**src/rtl/tinyml_buf_pkg.sv**
```systemverilog
// ---------------------------------------------------------------------------
// tinyml_buf_pkg
// Shared definitions for the ping-pong tile buffer scheduler.
//   buf_state_t        - lifecycle of one buffer (EMPTY/FILLING/FULL/DRAINING)
//   DEFAULT_*          - default parameter values used by the scheduler and
//                        its interface
//   GRANT_WRITE/READ   - bit positions of the write and read requests/grants
//                        on the two-way arbiter
//   idx_width()        - width of an index into N things, never below 1 bit
// ---------------------------------------------------------------------------
package tinyml_buf_pkg;

    typedef enum logic [1:0] {
        BUF_EMPTY    = 2'd0,
        BUF_FILLING  = 2'd1,
        BUF_FULL     = 2'd2,
        BUF_DRAINING = 2'd3
    } buf_state_t;

    localparam int DEFAULT_BUFFER_COUNT     = 2;
    localparam int DEFAULT_TILE_WIDTH       = 256;
    localparam int DEFAULT_TILES_PER_BUFFER = 4;

    localparam int GRANT_WRITE = 0;
    localparam int GRANT_READ  = 1;

    // A single buffer or a single tile still needs a 1-bit index so that
    // port and counter declarations never collapse to zero width.
    function automatic int idx_width(input int n);
        return (n > 1) ? $clog2(n) : 1;
    endfunction

endpackage

```
**src/rtl/buffer_pingpong_sched_if.sv**
```systemverilog
// ---------------------------------------------------------------------------
// buffer_pingpong_sched_if
// Bundles the producer, consumer and buffer-file signals of the ping-pong
// scheduler.
//   producer    : in_valid, in_data, in_ready
//   consumer    : out_ready, out_valid, out_buf, out_last
//   buffer file : bf_write_enable, bf_write_data, bf_write_buffer,
//                 bf_read_enable, bf_read_buffer,
//                 bf_writing_done, bf_reading_done
// Modports:
//   master - the scheduler itself
//   slave  - the surrounding system (producer, consumer and buffer file)
// ---------------------------------------------------------------------------
interface buffer_pingpong_sched_if
    import tinyml_buf_pkg::*;
#(
    parameter int BUFFER_COUNT = DEFAULT_BUFFER_COUNT,
    parameter int TILE_WIDTH   = DEFAULT_TILE_WIDTH
);

    localparam int BUF_W = idx_width(BUFFER_COUNT);

    // producer side
    logic                  in_valid;
    logic [TILE_WIDTH-1:0] in_data;
    logic                  in_ready;

    // consumer side
    logic                  out_ready;
    logic                  out_valid;
    logic [BUF_W-1:0]      out_buf;
    logic                  out_last;

    // buffer file side
    logic                  bf_write_enable;
    logic [TILE_WIDTH-1:0] bf_write_data;
    logic [BUF_W-1:0]      bf_write_buffer;
    logic                  bf_read_enable;
    logic [BUF_W-1:0]      bf_read_buffer;
    logic                  bf_writing_done;
    logic                  bf_reading_done;

    modport master (
        input  in_valid,
        input  in_data,
        output in_ready,
        input  out_ready,
        output out_valid,
        output out_buf,
        output out_last,
        output bf_write_enable,
        output bf_write_data,
        output bf_write_buffer,
        output bf_read_enable,
        output bf_read_buffer,
        input  bf_writing_done,
        input  bf_reading_done
    );

    modport slave (
        output in_valid,
        output in_data,
        input  in_ready,
        output out_ready,
        input  out_valid,
        input  out_buf,
        input  out_last,
        input  bf_write_enable,
        input  bf_write_data,
        input  bf_write_buffer,
        input  bf_read_enable,
        input  bf_read_buffer,
        output bf_writing_done,
        output bf_reading_done
    );

endinterface

```
**src/rtl/rw_arbiter.sv**
```systemverilog
// ---------------------------------------------------------------------------
// rw_arbiter
// Two-request arbiter with alternating priority and a one-hot grant.
//   clk, reset : clock and synchronous active-high reset
//   req[1:0]   : req[GRANT_WRITE] = write eligible, req[GRANT_READ] = read
//                eligible
//   gnt[1:0]   : one-hot grant (or zero when nothing requests)
// When both sides request, the side that did not win the most recent grant
// wins. Straight after reset the write side has priority.
// ---------------------------------------------------------------------------
module rw_arbiter
    import tinyml_buf_pkg::*;
(
    input  logic       clk,
    input  logic       reset,
    input  logic [1:0] req,
    output logic [1:0] gnt
);

    logic prefer_read_q;

    // Remember which side went last. Any grant, contended or not, counts as
    // "the last grant", so a write that went through alone still hands the
    // next contended cycle to the reader.
    always_ff @(posedge clk) begin
        if (reset) begin
            prefer_read_q <= 1'b0;
        end else if (|gnt) begin
            prefer_read_q <= gnt[GRANT_WRITE];
        end
    end

    // Grant a lone requester outright; break a tie with the toggle.
    always_comb begin
        gnt = 2'b00;
        if (req[GRANT_WRITE] && req[GRANT_READ]) begin
            if (prefer_read_q) begin
                gnt[GRANT_READ] = 1'b1;
            end else begin
                gnt[GRANT_WRITE] = 1'b1;
            end
        end else if (req[GRANT_WRITE]) begin
            gnt[GRANT_WRITE] = 1'b1;
        end else if (req[GRANT_READ]) begin
            gnt[GRANT_READ] = 1'b1;
        end
    end

endmodule

```
**src/rtl/buffer_pingpong_sched.sv**
```systemverilog
// ---------------------------------------------------------------------------
// buffer_pingpong_sched
// Schedules tile writes and tile reads over BUFFER_COUNT buffers in
// ping-pong order. A producer fills one buffer at a time while a consumer
// drains earlier full buffers; at most one tile moves per cycle.
// Ports:
//   clk, reset  : clock and synchronous active-high reset
//   bus         : producer / consumer / buffer-file handshake (master side)
//   full_count  : registered number of buffers currently FULL
//   idle        : registered; every buffer EMPTY and no read in flight
//   err         : sticky; buffer-file done pulses disagree with the last-tile
//                 grants issued one cycle earlier
// The buffer file shares our tile indices, so the system must reset it in
// the same cycle as this block.
// ---------------------------------------------------------------------------
module buffer_pingpong_sched
    import tinyml_buf_pkg::*;
#(
    parameter int BUFFER_COUNT     = DEFAULT_BUFFER_COUNT,
    parameter int TILE_WIDTH       = DEFAULT_TILE_WIDTH,
    parameter int TILES_PER_BUFFER = DEFAULT_TILES_PER_BUFFER
) (
    input  logic                              clk,
    input  logic                              reset,
    buffer_pingpong_sched_if.master           bus,
    output logic [$clog2(BUFFER_COUNT+1)-1:0] full_count,
    output logic                              idle,
    output logic                              err
);

    localparam int BUF_W = idx_width(BUFFER_COUNT);
    localparam int CNT_W = idx_width(TILES_PER_BUFFER);
    localparam int FC_W  = $clog2(BUFFER_COUNT + 1);

    localparam logic [CNT_W-1:0] LAST_TILE = CNT_W'(TILES_PER_BUFFER - 1);
    localparam logic [BUF_W-1:0] LAST_BUF  = BUF_W'(BUFFER_COUNT - 1);

    buf_state_t state_q [BUFFER_COUNT];
    buf_state_t state_d [BUFFER_COUNT];

    logic [BUF_W-1:0] wr_sel_q, wr_sel_d;
    logic [BUF_W-1:0] rd_sel_q, rd_sel_d;
    logic [CNT_W-1:0] wr_cnt_q, wr_cnt_d;
    logic [CNT_W-1:0] rd_cnt_q, rd_cnt_d;

    logic [TILE_WIDTH-1:0] wr_data;
    logic                  wr_eligible;
    logic                  rd_eligible;
    logic                  wr_last;
    logic                  rd_last;
    logic [1:0]            req;
    logic [1:0]            gnt;
    logic                  gnt_write;
    logic                  gnt_read;
    logic [FC_W-1:0]       full_d;
    logic                  all_empty_d;
    logic                  wr_last_q;
    logic                  rd_last_q;

    assign wr_data = bus.in_data;

    // A side may only compete when its target buffer is in a phase that
    // accepts that kind of access. Eligibility looks only at registered
    // state, so a buffer emptied by a read this cycle is not offered to the
    // writer until the following cycle.
    always_comb begin
        wr_eligible = bus.in_valid &&
                      ((state_q[wr_sel_q] == BUF_EMPTY) ||
                       (state_q[wr_sel_q] == BUF_FILLING));
        rd_eligible = bus.out_ready &&
                      ((state_q[rd_sel_q] == BUF_FULL) ||
                       (state_q[rd_sel_q] == BUF_DRAINING));
        wr_last     = (wr_cnt_q == LAST_TILE);
        rd_last     = (rd_cnt_q == LAST_TILE);
    end

    assign req[GRANT_WRITE] = wr_eligible;
    assign req[GRANT_READ]  = rd_eligible;

    rw_arbiter u_arbiter (
        .clk   (clk),
        .reset (reset),
        .req   (req),
        .gnt   (gnt)
    );

    assign gnt_write = gnt[GRANT_WRITE];
    assign gnt_read  = gnt[GRANT_READ];

    // State register: per-buffer phase, fill/drain targets and the tile
    // counters. Reset throws away any partial fill or drain.
    always_ff @(posedge clk) begin
        if (reset) begin
            for (int i = 0; i < BUFFER_COUNT; i++) begin
                state_q[i] <= BUF_EMPTY;
            end
            wr_sel_q <= '0;
            rd_sel_q <= '0;
            wr_cnt_q <= '0;
            rd_cnt_q <= '0;
        end else begin
            state_q  <= state_d;
            wr_sel_q <= wr_sel_d;
            rd_sel_q <= rd_sel_d;
            wr_cnt_q <= wr_cnt_d;
            rd_cnt_q <= rd_cnt_d;
        end
    end

    // Next-state logic. The last tile of a buffer closes it (FULL after a
    // fill, EMPTY after a drain) and moves the matching pointer to the next
    // buffer in ring order. Writing FILLING/DRAINING first and overriding on
    // the last tile keeps single-tile buffers correct as well.
    always_comb begin
        state_d  = state_q;
        wr_sel_d = wr_sel_q;
        rd_sel_d = rd_sel_q;
        wr_cnt_d = wr_cnt_q;
        rd_cnt_d = rd_cnt_q;

        if (gnt_write) begin
            if (wr_last) begin
                state_d[wr_sel_q] = BUF_FULL;
                wr_cnt_d          = '0;
                wr_sel_d          = (wr_sel_q == LAST_BUF) ? '0 : wr_sel_q + 1'b1;
            end else begin
                state_d[wr_sel_q] = BUF_FILLING;
                wr_cnt_d          = wr_cnt_q + 1'b1;
            end
        end

        if (gnt_read) begin
            if (rd_last) begin
                state_d[rd_sel_q] = BUF_EMPTY;
                rd_cnt_d          = '0;
                rd_sel_d          = (rd_sel_q == LAST_BUF) ? '0 : rd_sel_q + 1'b1;
            end else begin
                state_d[rd_sel_q] = BUF_DRAINING;
                rd_cnt_d          = rd_cnt_q + 1'b1;
            end
        end
    end

    // Output logic for the grant cycle: the producer handshake and the
    // buffer-file write/read strobes are all combinational so the tile is
    // handed to the buffer file in the same cycle it is accepted.
    always_comb begin
        bus.in_ready        = gnt_write;
        bus.bf_write_enable = gnt_write;
        bus.bf_write_data   = wr_data;
        bus.bf_write_buffer = wr_sel_q;
        bus.bf_read_enable  = gnt_read;
        bus.bf_read_buffer  = rd_sel_q;
    end

    // Status counts are taken from the next state so that full_count and
    // idle line up with the registered buffer phases rather than lagging
    // them by a cycle.
    always_comb begin
        full_d      = '0;
        all_empty_d = 1'b1;
        for (int i = 0; i < BUFFER_COUNT; i++) begin
            if (state_d[i] == BUF_FULL) begin
                full_d = full_d + 1'b1;
            end
            if (state_d[i] != BUF_EMPTY) begin
                all_empty_d = 1'b0;
            end
        end
    end

    // Consumer-facing and status registers. The buffer file returns read
    // data one cycle after bf_read_enable, so out_valid/out_buf/out_last are
    // captured from the grant cycle to line up with that data. The done
    // pulses from the buffer file must arrive exactly one cycle after a
    // last-tile grant; any disagreement latches err until reset.
    always_ff @(posedge clk) begin
        if (reset) begin
            bus.out_valid <= 1'b0;
            bus.out_buf   <= '0;
            bus.out_last  <= 1'b0;
            full_count    <= '0;
            idle          <= 1'b1;
            err           <= 1'b0;
            wr_last_q     <= 1'b0;
            rd_last_q     <= 1'b0;
        end else begin
            bus.out_valid <= gnt_read;
            if (gnt_read) begin
                bus.out_buf <= rd_sel_q;
            end
            bus.out_last  <= gnt_read && rd_last;
            full_count    <= full_d;
            idle          <= all_empty_d && !gnt_read;
            wr_last_q     <= gnt_write && wr_last;
            rd_last_q     <= gnt_read && rd_last;
            if ((bus.bf_writing_done != wr_last_q) ||
                (bus.bf_reading_done != rd_last_q)) begin
                err <= 1'b1;
            end
        end
    end

endmodule

```
**src/flat_wrapper.sv**
```systemverilog
// flat-port wrapper written by rule: the top's interface ports become plain ports
module buffer_pingpong_sched_flat import tinyml_buf_pkg::*;
#(
    parameter int BUFFER_COUNT     = DEFAULT_BUFFER_COUNT,
    parameter int TILE_WIDTH       = DEFAULT_TILE_WIDTH,
    parameter int TILES_PER_BUFFER = DEFAULT_TILES_PER_BUFFER
)
  (clk, reset, full_count, idle, err, bus_in_valid, bus_in_data, bus_in_ready, bus_out_ready, bus_out_valid, bus_out_buf, bus_out_last, bus_bf_write_enable, bus_bf_write_data, bus_bf_write_buffer, bus_bf_read_enable, bus_bf_read_buffer, bus_bf_writing_done, bus_bf_reading_done);
  buffer_pingpong_sched_if #(.BUFFER_COUNT(BUFFER_COUNT), .TILE_WIDTH(TILE_WIDTH)) bus_i ();
  input  logic clk;
  input  logic reset;
  output logic [$clog2(BUFFER_COUNT+1)-1:0] full_count;
  output logic idle;
  output logic err;
  input wire logic [$bits(bus_i.in_valid)-1:0] bus_in_valid;
  input wire logic [$bits(bus_i.in_data)-1:0] bus_in_data;
  output wire logic [$bits(bus_i.in_ready)-1:0] bus_in_ready;
  input wire logic [$bits(bus_i.out_ready)-1:0] bus_out_ready;
  output wire logic [$bits(bus_i.out_valid)-1:0] bus_out_valid;
  output wire logic [$bits(bus_i.out_buf)-1:0] bus_out_buf;
  output wire logic [$bits(bus_i.out_last)-1:0] bus_out_last;
  output wire logic [$bits(bus_i.bf_write_enable)-1:0] bus_bf_write_enable;
  output wire logic [$bits(bus_i.bf_write_data)-1:0] bus_bf_write_data;
  output wire logic [$bits(bus_i.bf_write_buffer)-1:0] bus_bf_write_buffer;
  output wire logic [$bits(bus_i.bf_read_enable)-1:0] bus_bf_read_enable;
  output wire logic [$bits(bus_i.bf_read_buffer)-1:0] bus_bf_read_buffer;
  input wire logic [$bits(bus_i.bf_writing_done)-1:0] bus_bf_writing_done;
  input wire logic [$bits(bus_i.bf_reading_done)-1:0] bus_bf_reading_done;
  assign bus_i.in_valid = bus_in_valid;
  assign bus_i.in_data = bus_in_data;
  assign bus_in_ready = bus_i.in_ready;
  assign bus_i.out_ready = bus_out_ready;
  assign bus_out_valid = bus_i.out_valid;
  assign bus_out_buf = bus_i.out_buf;
  assign bus_out_last = bus_i.out_last;
  assign bus_bf_write_enable = bus_i.bf_write_enable;
  assign bus_bf_write_data = bus_i.bf_write_data;
  assign bus_bf_write_buffer = bus_i.bf_write_buffer;
  assign bus_bf_read_enable = bus_i.bf_read_enable;
  assign bus_bf_read_buffer = bus_i.bf_read_buffer;
  assign bus_i.bf_writing_done = bus_bf_writing_done;
  assign bus_i.bf_reading_done = bus_bf_reading_done;
  buffer_pingpong_sched #(.BUFFER_COUNT(BUFFER_COUNT), .TILE_WIDTH(TILE_WIDTH), .TILES_PER_BUFFER(TILES_PER_BUFFER)) u_core (.clk(clk), .reset(reset), .bus(bus_i), .full_count(full_count), .idle(idle), .err(err));
endmodule
```
**config.mk**
```make
export PLATFORM = sky130hd
export DESIGN_NAME = buffer_pingpong_sched_flat
export DESIGN_NICKNAME = d
export VERILOG_FILES = /design/src/rtl/tinyml_buf_pkg.sv /design/src/rtl/buffer_pingpong_sched_if.sv /design/src/rtl/rw_arbiter.sv /design/src/rtl/buffer_pingpong_sched.sv /design/src/flat_wrapper.sv
export SDC_FILE = /design/constraint.sdc
export NUM_CORES = 1
export LEC_CHECK = 0
export CAP_MARGIN = 40
export CORE_AREA = 2 2 209 211
export CTS_CLUSTER_DIAMETER = 80
export CTS_CLUSTER_SIZE = 25
export DETAILED_ROUTE_END_ITERATION = 16
export DIE_AREA = 0 0 211 213
export PLACE_DENSITY = 0.33
export SLEW_MARGIN = 30
export SYNTH_ARGS = -nofsm -noshare
export SYNTH_HDL_FRONTEND = slang
export SYNTH_SLANG_ARGS = --single-unit
```
**constraint.sdc**
```tcl
create_clock -name clk -period 2 [get_ports clk]
set_input_delay 0.4 -clock clk [delete_from_list [all_inputs] [get_ports clk]]
set_output_delay 0.4 -clock clk [all_outputs]
set_load 0.02 [all_outputs]
```
Yosys cells after proc, flatten, opt, wreduce, memory -nomap -nowiden
Cells that the tools add are included.
{"block": "totals", "reg_bits": 19, "in_bits": 262, "word_cells": 89, "output_inout_bits": 268}
{"block": "op_classes", "reduce_logical": 18, "muxes": 28, "magnitude_cmp": 4, "n_addsub": 5, "bitwise": 11, "eq_ne": 9}
{"op": "$mux 2", "n": 12}
{"op": "$mux 4", "n": 4}
{"op": "$eq 2x2->1 const B", "n": 6}
{"op": "$mux 1", "n": 10}
{"op": "$logic_and 1x1->1", "n": 8}
{"op": "$add 2x1->2 const B", "n": 2}
{"op": "$and 2x2->2", "n": 2}
{"op": "$and 4x4->4", "n": 1}
{"op": "$demux 2 s1", "n": 2}
{"op": "$ge 2x2->1 const B", "n": 2}
{"op": "$lt 2x1->1 const B", "n": 2}
{"op": "$not 1->2", "n": 2}
{"op": "$not 2->2", "n": 2}
{"op": "$not 4->4", "n": 1}
{"op": "$or 2x2->2", "n": 2}
{"op": "$or 4x4->4", "n": 1}
{"op": "$reduce_and 2->1", "n": 2}
{"op": "$reduce_bool 2->1", "n": 2}
{"op": "$logic_or 1x1->1", "n": 3}
{"op": "$add 1x1->1 const B", "n": 2}
{"op": "$add 1x1->2 const B", "n": 1}
{"op": "$eq 2x1->1 const B", "n": 1}
{"op": "$logic_not 2->1", "n": 1}
{"op": "$ne 1x1->1", "n": 2}
{"op": "2 further kinds", "n": 2}

Longest topological paths before layout
{"block": "depth", "depth_word": 18, "depth_mapped": 6, "ltp_nobuf": 6}

Modules after synthesis
Synthesis repeated with hierarchy kept, for this count alone.
{"block": "hier_totals", "hier_cells": 352, "area_unflattened_um2": 2800.2}
{"module": "buffer_pingpong_sched", "instances": 1, "seq_area_each_um2": 360.3, "area_per_inst_um2": 2750.1, "cells_each": 346}
{"module": "rw_arbiter", "instances": 1, "seq_area_each_um2": 20.0, "area_per_inst_um2": 50.0, "cells_each": 6}

Least setup slack after synthesis
No wires, ideal clock.
{"block": "synth_timing", "path_kind": "reg2out", "startpoint": "register u_core.rd_sel_q, in the netlist u_core.bus.bf_read_buffer", "endpoint": "output bus_in_ready", "stages_incl_launch_ff": 6, "path_buffers": 1, "arrival_ns": 1.535, "slack_ns": 0.065, "cell_sequence": "dfxtp_1 -> mux2_4 -> a21oi_4 -> nand2_1 -> inv_1 -> buf_4"}
{"block": "synth_between", "elab_chain_cells": 9, "elab_cells_between_ends": 10}
{"element": "from (decl)", "line_no": "buffer_pingpong_sched.sv:42", "source": "logic [BUF_W-1:0] rd_sel_q, rd_sel_d;"}
{"element": "from (signal assigned)", "line_no": "buffer_pingpong_sched.sv:104", "source": "rd_sel_q <= rd_sel_d;"}
{"element": "$not 1->2 (implied by the code) *", "line_no": "buffer_pingpong_sched.sv:71, buffer_pingpong_sched.sv:72"}
{"element": "$mux 2 (implied by the code) * (3 in series)", "line_no": "buffer_pingpong_sched.sv:71, buffer_pingpong_sched.sv:72"}
{"element": "$eq 2x2->1, on equally long branches", "line_no": "buffer_pingpong_sched.sv:71, buffer_pingpong_sched.sv:72"}
{"element": "$logic_or 1x1->1 *", "line_no": "buffer_pingpong_sched.sv:71", "source": "((state_q[rd_sel_q] == BUF_FULL) ||"}
{"element": "$logic_and 1x1->1 *", "line_no": "buffer_pingpong_sched.sv:70", "source": "rd_eligible = bus.out_ready &&"}
{"element": "$logic_and 1x1->1 *", "line_no": "rw_arbiter.sv:36", "source": "if (req[GRANT_WRITE] && req[GRANT_READ]) begin"}
{"element": "$mux 2 *", "line_no": "rw_arbiter.sv:36"}
{"element": "to (decl)", "line_no": "flat_wrapper.sv:17", "source": "output wire logic [$bits(bus_i.in_ready)-1:0] bus_in_ready;"}
Mark *: on every way between the ends. The rest lies on a longest branch, timed or not. The select of a mux whose other input is x is not followed.

Final worst setup path
{"block": "layout_timing", "startpoint": "register u_core.wr_sel_q, in the netlist u_core.bus.bf_write_buffer", "endpoint": "output bus_bf_read_enable"}
{"block": "layout_between", "elab_chain_cells": 9, "elab_cells_between_ends": 11}
{"element": "from (decl)", "line_no": "buffer_pingpong_sched.sv:41", "source": "logic [BUF_W-1:0] wr_sel_q, wr_sel_d;"}
{"element": "from (signal assigned)", "line_no": "buffer_pingpong_sched.sv:103", "source": "wr_sel_q <= wr_sel_d;"}
{"element": "$not 1->2 (implied by the code) *", "line_no": "buffer_pingpong_sched.sv:68, buffer_pingpong_sched.sv:69"}
{"element": "$mux 2 (implied by the code) * (3 in series)", "line_no": "buffer_pingpong_sched.sv:68, buffer_pingpong_sched.sv:69"}
{"element": "$eq 2x1->1 / $logic_not 2->1 (equally long branches)", "line_no": "buffer_pingpong_sched.sv:69, buffer_pingpong_sched.sv:68"}
{"element": "$logic_or 1x1->1 *", "line_no": "buffer_pingpong_sched.sv:68", "source": "((state_q[wr_sel_q] == BUF_EMPTY) ||"}
{"element": "$logic_and 1x1->1 *", "line_no": "buffer_pingpong_sched.sv:67", "source": "wr_eligible = bus.in_valid &&"}
{"element": "$mux 1 / $logic_and 1x1->1 (equally long branches)", "line_no": "rw_arbiter.sv:42, rw_arbiter.sv:36"}
{"element": "$mux 2 *", "line_no": "rw_arbiter.sv:36"}
{"element": "to (decl)", "line_no": "flat_wrapper.sv:25", "source": "output wire logic [$bits(bus_i.bf_read_enable)-1:0] bus_bf_read_enable;"}
Marks and branches as above.

==> metrics.yaml <==
yosysMostFrequentCell: "buf_4"
area_growth_pct: -29.4
clock_path_buffers: 2
period_needed_ns: 1.92
slowest_delay_ns: 0.34
clock.fmax_mhz: 520
clk_pin_slew_ns: 0.06
globalplace.congestion: 0.713
cts.sinks: 19
viasPerCell: 1.92
crit_start: "u_core.bus.bf_write_buffer"
postSynthNetCount: 624
die_h_um: 213
grt_max_degree: 13
powerDensity_nw_per_um2: 462
finish.utilization_pct: 4.75
dp_hpwl_mm: 7.72
cts_buffers: 3
clk_latency_ns: 0.26
antenna_left: 0
grt_pass1_vias: 1428
synth-edff-count: 0
cap_violations: 0
cts-root-buf: "clkbuf_16"
crit_path_top_delay_cell: "dfxtp_2"
port_buffers: 17
via_count: 1326
synth_cells: 360
ys_ff_latch: 19
num_rows: 76
h-tree-depth: 1
ios: 530
first_pass_iters: 4
dr_wl_met3_mm: 1.88
r2r_end: "u_core.idle"
setup_viol: 0
rsz0062_at_grt: "false"
synth_common_cells: "buf_4 (257), dfxtp_1 (19), a21oi_1 (13)"
worstPathArrival_ns: 1.52
cp-endpoint: "bus_bf_read_enable"
grt_pass1_wl_mm: 11.6
outcome: "completed"
antenna_found_initial: 1
drive_gt1_share_pct: 31.0
skew_ns: 0.00344
fp.dieW_um: 211
syn-cell-area_um2: 2870
min_period_over_period_pct: 96.2
hold_buffers: 0
cp-start-kind: "flop"
holdWs_ns: 0.462
grt_usage_pct: 3.96
wl_mm: 9.26
synth-async-reset-ratio_pct: 0
r2r_start: "u_core.wr_cnt_q[0]"
path_cells: "mux2_4 -> o311ai_4 -> inv_2 -> buf_6"
grt_overflow_total: 0
yosys.area.top_type: "buf_4"
drc: 0
setup_ws_ns: 0.0761
cts_tree: "yes"
synth_area_leaders: "buf_4 (67%), dfxtp_1 (13%), a21oi_1 (2.3%)"
wire_per_inst_um: 13.4
ir_drop_mv: 0.229
cp_max_fo: 3
fin_nets: 407
maxSlewViolCount: 0
met1_length_mm: 2.45
top_layer_used: "met4"
min_path_type: "flop to flop"
p_leak_nw: 0.573
slew_headroom_pct: 71.7
cp-end-kind: "primary output"
synthFlopType: "dfxtp_1"
critPathKind: "flop to primary output"
drtIter0Drc: 36
required_ns: 1.60
yosys_warnings: 0
tightest_slew_ns: 0.425
ys_seq_area_share_pct: 13.2
avgSynthCellArea_um2: 7.98
hold_violations: 0
dp_slack_ns: -0.383
reg2reg_depth: 6
die-area_um2: 44900
synth_top_area_share_pct: 67.2
yosysUniqueCellTypes: 35
placeableCoreArea_um2: 42700
wl_met2_mm: 3.85
start_util_pct: 6.73
r2r_slack_ns: 0.19
## sequential cells by signal, summed over array words and instances (netlist names), 2 cells and up
register           cells
u_core.state_q         4
u_core.rd_cnt_q        2
u_core.full_count      2
u_core.wr_cnt_q        2
## worst min-delay path by stage
stage,to,start,cells past startpoint,slack [ns]
4_1_cts,u_core.rd_cnt_q[1],u_core.rd_cnt_q[1],2,0.47
3_5_place_dp,u_core.rd_cnt_q[1],u_core.rd_cnt_q[1],2,0.46
3_3_place_gp,u_core.rd_cnt_q[1],u_core.rd_cnt_q[1],2,0.45
2_1_floorplan,u_core.rd_cnt_q[1],u_core.rd_cnt_q[1],2,0.44
6_report,u_core.rd_cnt_q[1],u_core.rd_cnt_q[1],2,0.46
5_1_grt,u_core.rd_cnt_q[1],u_core.rd_cnt_q[1],2,0.50
## cell families (layout without fill, tap and decap cells)
group | count (synthesis) | after routing | synth area share (%)
compound gates | 27 | 27 | 7.62
fa+ha+maj | 2 | 2 | 0.871
other cells | 0 | 1 | 0
buf+inv | 267 | 49 | 68.8
flops | 19 | 19 | 13.2
mux | 5 | 5 | 2.09
simple gates | 38 | 38 | 6.75
xor+xnor | 2 | 2 | 0.610
## per-stage QoR
stage          TNS, ns  total power, mW  instance area [um^2]  instances
2_1_floorplan        0             1.21                  2870        360
3_3_place_gp     -2.40            0.519                  1940        684
3_5_place_dp     -2.28            0.519                  1940        684
4_1_cts              0            0.962                  2020        688
5_1_grt              0            0.986                  2020        688
6_report             0            0.936                  2030        689
## cells in the final DEF, fill, tap and decap left out, types with 2 or more instances in the layout
cell type / n
and2_1: 2
mux2_4: 2
dfxtp_2: 3
clkbuf_16: 3
nand3_1: 2
xor2_1: 2
clkdlybuf4s50_1: 13
ha_1: 2
o21ai_0: 2
inv_2: 2
a21oi_1: 11
nand2_1: 8
inv_1: 3
buf_4: 23
a211o_1: 2
nor3_1: 5
nor2_1: 11
or3_1: 2
o211ai_1: 2
mux2i_1: 3
dfxtp_1: 16
buf_2: 2
nor2b_1: 2
a21oi_2: 2
## timing repair
item | CTS | global route
setup buffers | 1 | 0
cloned | 0 | 0
resized for setup | 14 | 3
pin swaps | 1 | 1
endpoints found under the setup margin | 3 | 3
## routing by layer
metal	GRT usage (%)	vias up
li1	-	441
met1	2.93	503
met2	5.38	256
met3	3.72	126
met4	5.03	0
met5	0	-
## cell type report
type                       count  area [um^2]
sequential                    19          384
clock buffer                   3         75.1
clock inverter                 1         7.51
tap                          546          683
multi-input combinational     74          523
fill                        5025        40700
antenna                        1         2.50
inverter                       5         18.8
timing repair buffer          40          333
## worst max-delay path, delay by kind of cell (launching register included)
kind | cells | cell delay, ns
compound gates | 1 | 0.32
buf+inv | 2 | 0.28
flops | 1 | 0.34
mux | 1 | 0.32
## where the power goes
part	total (mW)	switching [mW]	internal, mW
logic	0.110	0.0577	0.0523
registers	0.396	0.00634	0.390
clock network	0.430	0.159	0.271
total	0.936	0.223	0.713
(Power assumes the default switching activity.)
